==> src/rtl/dly_pkg.sv <==
// rtl/dly_pkg.sv - shared state type, width helper and default parameters for dly_line_prog
package dly_pkg;

  localparam int DLY_DEF_CH          = 4;
  localparam int DLY_DEF_DATA_LENGTH = 8;
  localparam int DLY_DEF_MAX_DEPTH   = 32;
  localparam int DLY_DEF_DEF_DEPTH   = 19;

  typedef enum logic {
    ST_FILL = 1'b0,
    ST_RUN  = 1'b1
  } dly_state_e;

  function automatic int dly_clog2(input int value);
    int r;
    r = 0;
    for (int i = 0; i < 31; i++) begin
      if ((1 << i) < value) r = i + 1;
    end
    return r;
  endfunction

endpackage

==> src/rtl/dly_ram.sv <==
// rtl/dly_ram.sv - simple dual-port delay storage, synchronous write, combinational read
module dly_ram #(
  parameter int DEPTH = 32,
  parameter int WIDTH = 33,
  parameter int AW    = 5
) (
  input  logic             clk,
  input  logic             we,
  input  logic [AW-1:0]    waddr,
  input  logic [WIDTH-1:0] wdata,
  input  logic [AW-1:0]    raddr,
  output logic [WIDTH-1:0] rdata
);

  logic [WIDTH-1:0] mem_q [DEPTH];

  always_ff @(posedge clk) begin
    if (we) mem_q[waddr] <= wdata;
  end

  assign rdata = mem_q[raddr];

endmodule

==> src/rtl/dly_line_prog.sv <==
// rtl/dly_line_prog.sv - programmable multi-channel delay line with FILL masking
// Optional out-of-range flag: define DLY_LINE_CFG_CHECK_EN.
module dly_line_prog
  import dly_pkg::*;
#(
  parameter int CH          = DLY_DEF_CH,
  parameter int DATA_LENGTH = DLY_DEF_DATA_LENGTH,
  parameter int MAX_DEPTH   = DLY_DEF_MAX_DEPTH,
  parameter int DEF_DEPTH   = DLY_DEF_DEF_DEPTH
) (
  input  logic                          clk,
  input  logic                          rst,
  input  logic                          ce,
  input  logic [CH*DATA_LENGTH-1:0]     din,
  input  logic                          din_valid,
  input  logic [dly_clog2(MAX_DEPTH):0] del_cfg,
  input  logic                          del_load,
  output logic [CH*DATA_LENGTH-1:0]     dout,
  output logic                          dout_valid,
  output logic                          busy,
  output logic                          cfg_err
);

  localparam int DW = CH * DATA_LENGTH;
  localparam int AW = dly_clog2(MAX_DEPTH);
  localparam int CW = AW + 1;
  localparam logic [CW-1:0] MAX_D = CW'(MAX_DEPTH);

  dly_state_e    state_q, state_d;
  logic [CW-1:0] cnt_q, cnt_d;
  logic [CW-1:0] d_q, d_d;
  logic [AW-1:0] wptr_q, wptr_d;
  logic [DW-1:0] dout_q, dout_d;
  logic          dout_valid_q, dout_valid_d;
  logic [CW-1:0] cfg_clamped;
  logic [AW-1:0] rd_addr;
  logic [DW:0]   rd_data;
  logic [DW:0]   tap;

  dly_ram #(
    .DEPTH (MAX_DEPTH),
    .WIDTH (DW + 1),
    .AW    (AW)
  ) u_ram (
    .clk   (clk),
    .we    (ce),
    .waddr (wptr_q),
    .wdata ({din_valid, din}),
    .raddr (rd_addr),
    .rdata (rd_data)
  );

  // Entry written D-1 ce edges ago; D=1 is the sample being written right now.
  assign rd_addr = wptr_q + AW'(1) - AW'(d_q);
  assign tap     = (d_q == CW'(1)) ? {din_valid, din} : rd_data;

  always_comb begin
    cfg_clamped = del_cfg;
    if (del_cfg == '0)        cfg_clamped = CW'(1);
    else if (del_cfg > MAX_D) cfg_clamped = MAX_D;
  end

  always_comb begin
    state_d      = state_q;
    cnt_d        = cnt_q;
    d_d          = d_q;
    wptr_d       = wptr_q;
    dout_d       = dout_q;
    dout_valid_d = dout_valid_q;
    if (ce) wptr_d = wptr_q + AW'(1);
    if (del_load) begin
      d_d          = cfg_clamped;
      cnt_d        = '0;
      state_d      = ST_FILL;
      dout_valid_d = 1'b0;
    end else if (ce) begin
      if (state_q == ST_FILL) begin
        cnt_d = cnt_q + CW'(1);
        if (cnt_d == d_q) state_d = ST_RUN;
      end
      // Data is only refreshed in RUN so dout holds its last value during FILL.
      if (state_d == ST_RUN) begin
        dout_d       = tap[DW-1:0];
        dout_valid_d = tap[DW];
      end else begin
        dout_valid_d = 1'b0;
      end
    end
  end

  always_ff @(posedge clk) begin
    if (rst) begin
      state_q      <= ST_FILL;
      cnt_q        <= '0;
      d_q          <= CW'(DEF_DEPTH);
      wptr_q       <= '0;
      dout_q       <= '0;
      dout_valid_q <= 1'b0;
    end else begin
      state_q      <= state_d;
      cnt_q        <= cnt_d;
      d_q          <= d_d;
      wptr_q       <= wptr_d;
      dout_q       <= dout_d;
      dout_valid_q <= dout_valid_d;
    end
  end

`ifdef DLY_LINE_CFG_CHECK_EN
  logic cfg_err_q, cfg_err_d;

  always_comb begin
    cfg_err_d = cfg_err_q;
    if (del_load) cfg_err_d = (del_cfg > MAX_D);
  end

  always_ff @(posedge clk) begin
    if (rst) cfg_err_q <= 1'b0;
    else     cfg_err_q <= cfg_err_d;
  end

  assign cfg_err = cfg_err_q;
`else
  assign cfg_err = 1'b0;
`endif

  assign dout       = dout_q;
  assign dout_valid = dout_valid_q;
  assign busy       = (state_q == ST_FILL);

endmodule

==> config.mk <==
export PLATFORM = sky130hd
export DESIGN_NAME = dly_line_prog
export DESIGN_NICKNAME = d
export VERILOG_FILES = /design/src/rtl/dly_pkg.sv /design/src/rtl/dly_ram.sv /design/src/rtl/dly_line_prog.sv
export SDC_FILE = /design/constraint.sdc
export NUM_CORES = 1
export LEC_CHECK = 0
export BUFFER_PORTS_ARGS = -buffer_cell sky130_fd_sc_hd__buf_2
export CORE_UTILIZATION = 40
export CTS_CLUSTER_DIAMETER = 30
export DETAILED_ROUTE_END_ITERATION = 10
export SYNTH_ARGS = -nofsm -noshare
export SYNTH_HDL_FRONTEND = slang
export SYNTH_SLANG_ARGS = --single-unit
export TNS_END_PERCENT = 5
==> constraint.sdc <==
create_clock -name clk -period 4.25 [get_ports clk]
set_input_delay 0.2125 -clock clk [delete_from_list [all_inputs] [get_ports clk]]
set_output_delay 0.2125 -clock clk [all_outputs]
set_load 0.1 [all_outputs]
# == Word-level counts from Yosys, hierarchy flattened ==
# Memories as Yosys holds them, arrays and structs flattened.
# Cells that the tools add are included.
# op_classes
n_addsub,3
order_cmp,1
n_eq_ne,2
mux,10
bitwise_logic,2
reduce_logical,4
# ops
cell,count
33-bit two-way mux,1
6-bit two-way mux,2
1-bit two-way mux,7
6-bit by 1-bit adder with 6-bit output (second input constant),1
6-bit by 1-bit == test with 1-bit output (second input constant),1
6-bit == test,1
6-bit greater-than comparator (second input constant),1
6-bit logical NOT,1
5-bit by 1-bit adder with 5-bit output (second input constant),1
5-bit subtractor,1
3-bit AND reduction,1
1-bit NOT,2
2-bit AND reduction,1
2-bit OR reduction,1
# word_totals
register_bits,51
ram_bits,1056
input_bits,43
output_inout_bits,35
word_cells,29
memories,1
# mem_list
name,words,width,read_ports,rd_clocked_by_memory_dff,write_ports,line,rtl
u_ram.mem_q,32,33,1,0,1,dly_ram.sv:15,logic [WIDTH-1:0] mem_q [DEPTH];

# == Logic depth before layout (Yosys ltp) ==
# depth
depth_word,7
mapped_depth,12

# == Modules after synthesis ==
# Synthesis repeated with hierarchy kept, for this count alone.
# hier_totals
hier_cells,2583
hier_area_um2,43909.6
# modules_own_cells
module,instances,cells_per_inst,area_each_um2
dly_ram,1,2299,41153.2
dly_line_prog,1,284,2756.4

# == Least setup slack after synthesis ==
# OpenSTA, ideal clock, no wires.
# synth_path
kind,reg-to-reg
start,register wptr_q[0]
end,memory u_ram.mem_q[3][0] (enable)
setup_ns,0.506
arrival_ns,3.983
t_required_ns,3.744
path_slack_ns,-0.239
path_stages_with_launch,4
synth_period_minus_slack_ns,4.489
path_cell_list,dfxtp_1 > ha_1 > nand2_1 > nor4_1
# synth_lines
item,line,rtl
start: declaration,dly_line_prog.sv:32,"logic [AW-1:0] wptr_q, wptr_d;"
start signal: assignment,dly_line_prog.sv:103,wptr_q <= wptr_d;
end: declaration,dly_ram.sv:15,
# No word-level cell before the write port.

# == Worst setup path in the final report ==
# layout_path
start,register wptr_q[0]
end,"register dout_q[7], in the netlist dout[7]"
# layout_between
elab_chain_cells,4
# layout_rtl
item,line,rtl
5-bit by 1-bit adder with 5-bit output,dly_line_prog.sv:54,assign rd_addr = wptr_q + AW'(1) - AW'(d_q);
5-bit subtractor,dly_line_prog.sv:54,
memory read 32 x 33 bit,--,
33-bit two-way mux,dly_line_prog.sv:55,"assign tap = (d_q == CW'(1)) ? {din_valid, din} : rd_data;"
end signal: assignment,dly_line_prog.sv:104,dout_q <= dout_d;
end: declaration,dly_line_prog.sv:33,"logic [DW-1:0] dout_q, dout_d;"
# No other way between the ends.
# A chain may end at the register's enable or synchronous reset.

==> metrics <==
status finished, violations left; failing checks DRC; Yosys top cell by area sky130_fd_sc_hd__edfxtp_1; clock latency at the later pin of the worst-skew pair 0.78 ns; number of failing hold endpoints at the final stage 0; net switching fraction of the power 24.1%; fraction of final layout cells with drive strength greater than 1 36.2%; sum of overflow across all layers after global routing 0; Non-Filler Cell Area, Final 53,200 um2; total internal power 24.6 mW; wire length per cell 29.8 um; RSZ-0062 raised after global routing no; number of inserted filler cells in the final layout 8,388; crit start category flip-flop; DRT Wirelength 114 mm; routed vias/inst 5.75; count of boundary I/O pins 78; Routed Antenna Nets 0; largest family of logic cells by synthesized area multiplexers; Tot Pwr 32.4 mW; number of max-cap violations 0; layout-stage area growth over the synthesis result 24.2%; number of port buffers 76; worst slew pin tran 0.982 ns; Clock Path Buffers 3; top achievable clock speed 271 MHz; wire length of the first global-routing pass 164 mm; critical path required time 4.85 ns; adder and majority gate portion of the synthesized area 0.310%; count of flip-flops with a built-in enable after synthesis 1,056; combined area of all synthesized cells 42,800 um2; Die H 329 um; last weighted congestion value of the routability-driven placer 0.790; drt first-iter violations 2,150; Layout Nets 2,301; Cell Pwr Density 610 nW/um2; number of max-slew violations in the final report 0; # resized after CTS 0; Arrival @ worst endpoint 4.29 ns; clock buffer count from CTS 200; number of DRC violations after detailed routing 12; antenna violations before repair 6; mean area per synthesized cell 21.9 um2; Post-Synth XOR/XNOR Area 0.471%; overall routing resource usage 21.4%; largest fanout on the critical path 9; synth top area cells sky130_fd_sc_hd__edfxtp_1 74%, sky130_fd_sc_hd__mux4_2 16%, sky130_fd_sc_hd__dfxtp_1 2.4%; met3 usage 4.67%; H-tree depth reported by CTS 4; net switching power 7.81 mW; Comb power frac 12.4%; width of the chip 329 um; initial core utilization 40.5%; critical path endpoint category flip-flop; sequential share of the synthesized area 76.5%; cell at the root of the clock tree sky130_fd_sc_hd__clkbuf_16; number of core rows 119; post-route worst setup slack 0.562 ns; Die Footprint 108,000 um2; pre-CTS setup slack 0.566 ns; standard cell area after detailed placement 45,600 um2; Final setup violation count 0; clock-pin slew on the worst setup and hold paths 0.05 ns; final cycle utilization of the critical path 86.8%; HPWL Detailed 59.5 mm; number of instances in the synthesized netlist 1,953; Post-Synthesis Net Count 2,006; Sequential cell area 32,700 um2; Final Skew 0.0250 ns; TritonCTS Sinks 1,107; time the final worst path needs with I/O delays and setup 3.69 ns; accumulated negative setup slack 0 ns; pin count of the biggest net entering global routing 59; Slew HR 34.4%; Simple-Gate Fraction of Synth Area 2.37%; count of synthesis-stage warnings from yosys 0; post-synthesis mux area share 16.5%; Synth Area in Compound Gates 2.11%; kind of critical path reg -> reg; core outline area 106,000 um2; count of unique library cells instantiated by Yosys 52; worst ir drop on vdd 0.000391 V; Synth Flop Type sky130_fd_sc_hd__edfxtp_1; most numerous cell in the Yosys netlist sky130_fd_sc_hd__edfxtp_1; total area of multi-input combinational cells 9580 um2; share of power burned in registers 37.2%; post-synthesis sequential element count 1,107; leakage power summed over all cells 17.2 nW; top post-synthesis cells by count 1,056 x sky130_fd_sc_hd__edfxtp_1, 295 x sky130_fd_sc_hd__mux4_2, 70 x sky130_fd_sc_hd__nor2_1; number of detailed-route iterations in the first pass 8; met1 demand-to-capacity share in global routing 27.8%; FFs w/ async S/R, synth 0%; Clk pwr share 50.3%; TritonCTS clock tree built; portion of synthesized cell area occupied by the leading cell type 74.1%; GRT busiest layer met2; global-route track usage on met2 36.0%; hold crit path type in -> reg; via total after detailed routing 22,000; number of global-route vias before repair 23,200; FF-to-FF setup slack 0.56 ns
## flip-flops by register name, summed over array words and instances (netlist names)
register / count
d_q: 6
dout: 32
wptr_q: 5
state_q: 1
u_ram.mem_q: 1056
cnt_q: 6
dout_valid: 1
## stage by stage
stage / hold WS (ns) / std cells / utilization [%]
after floorplan: 0.311 / 1953 / -
after global routing: 0.341 / 3816 / 50.3
final: 0.343 / 3819 / 50.3
after detailed placement: 0.453 / 3386 / 43.1
after CTS: 0.266 / 3815 / 50.3
after global placement: 0.443 / 3386 / 43.1
## cell usage in the layout (no fill, tap or decap), types with 6 or more instances in the layout
cell type / count
sky130_fd_sc_hd__inv_8: 6
sky130_fd_sc_hd__inv_6: 18
sky130_fd_sc_hd__clkbuf_1: 16
sky130_fd_sc_hd__ha_1: 8
sky130_fd_sc_hd__clkinv_4: 18
sky130_fd_sc_hd__xnor2_1: 10
sky130_fd_sc_hd__mux2_2: 32
sky130_fd_sc_hd__a21oi_1: 7
sky130_fd_sc_hd__edfxtp_1: 1056
sky130_fd_sc_hd__clkbuf_16: 201
sky130_fd_sc_hd__bufinv_16: 32
sky130_fd_sc_hd__nor2_4: 19
sky130_fd_sc_hd__dlygate4sd3_1: 51
sky130_fd_sc_hd__nand2_1: 12
sky130_fd_sc_hd__nand3_1: 42
sky130_fd_sc_hd__xor2_1: 11
sky130_fd_sc_hd__clkinv_2: 27
sky130_fd_sc_hd__o221ai_1: 32
sky130_fd_sc_hd__buf_12: 29
sky130_fd_sc_hd__buf_2: 76
sky130_fd_sc_hd__clkinv_1: 21
sky130_fd_sc_hd__clkinvlp_4: 28
sky130_fd_sc_hd__dfxtp_1: 51
sky130_fd_sc_hd__nor2_1: 51
sky130_fd_sc_hd__buf_4: 54
sky130_fd_sc_hd__o32ai_1: 32
sky130_fd_sc_hd__inv_1: 41
sky130_fd_sc_hd__o21ai_0: 37
sky130_fd_sc_hd__nor3_2: 13
sky130_fd_sc_hd__nand4_1: 37
sky130_fd_sc_hd__mux4_2: 295
## kinds of logic after synthesis
| group | count (synthesis) |
|---|---|
| muxes | 331 |
| DFF | 1107 |
| other | 1 |
| buffers and inverters | 158 |
| and+or+nand+nor | 202 |
| adders and majority gates | 10 |
| AOI/OAI and AO/OA | 121 |
| xor gates and xnor gates | 23 |
## routing by layer
layer | share of wire, % | vias to the layer above
met5 | 0.024 | -
met4 | 2.3 | 4
met3 | 7.4 | 209
met2 | 51 | 944
met1 | 40 | 11900
li1 | - | 8964
## cell type report
cell class                      instances  share of cell area, %
Sequential cell                      1107                   61.6
Multi-Input combinational cell        688                   18.0
Clock buffer                          220                   9.65
Clock inverter                        158                   3.62
Timing Repair Buffer                  210                   3.53
Tap cell                             1391                   3.27
Inverter                               41                  0.290
Antenna cell                            4                 0.0188
## critical path, cell delays in order, from the launching register on
cell,delay [ns]
sky130_fd_sc_hd__dfxtp_1,0.51
sky130_fd_sc_hd__ha_1,0.32
sky130_fd_sc_hd__xor2_1,0.19
sky130_fd_sc_hd__ha_1,0.33
sky130_fd_sc_hd__and3b_4,0.25
sky130_fd_sc_hd__or3_2,0.50
sky130_fd_sc_hd__nand2_4,0.28
sky130_fd_sc_hd__buf_4,0.33
sky130_fd_sc_hd__mux4_2,0.56
sky130_fd_sc_hd__nor2_1,0.13
sky130_fd_sc_hd__o32ai_1,0.10
## repair_timing
action                     CTS  global route
setup buffers                0             0
hold endpoints to repair  1074             0
hold buffers                51             0
## final timing paths
kind	from	depth (start not counted)	endpoint
hold / removal	del_cfg[0]	4	d_q[0]
setup / recovery	wptr_q[0]	10	dout[7]
setup reg to reg	wptr_q[0]	10	dout[7]
hold reg to reg	dout[30]	2	dout[30]
## power groups by stage
stage / Sequential (mW) / Clock (mW) / Combinational, mW
finish: 12.1 / 16.3 / 4.04
global route: 12.1 / 17.1 / 4.29
CTS: 12.1 / 16.5 / 4.08
detailed placement: 12.3 / 0 / 4.02
global placement: 12.3 / 0 / 3.97
floorplan: 12.3 / 0 / 2.73
No activity file was read; power rests on OpenSTA's default activity.
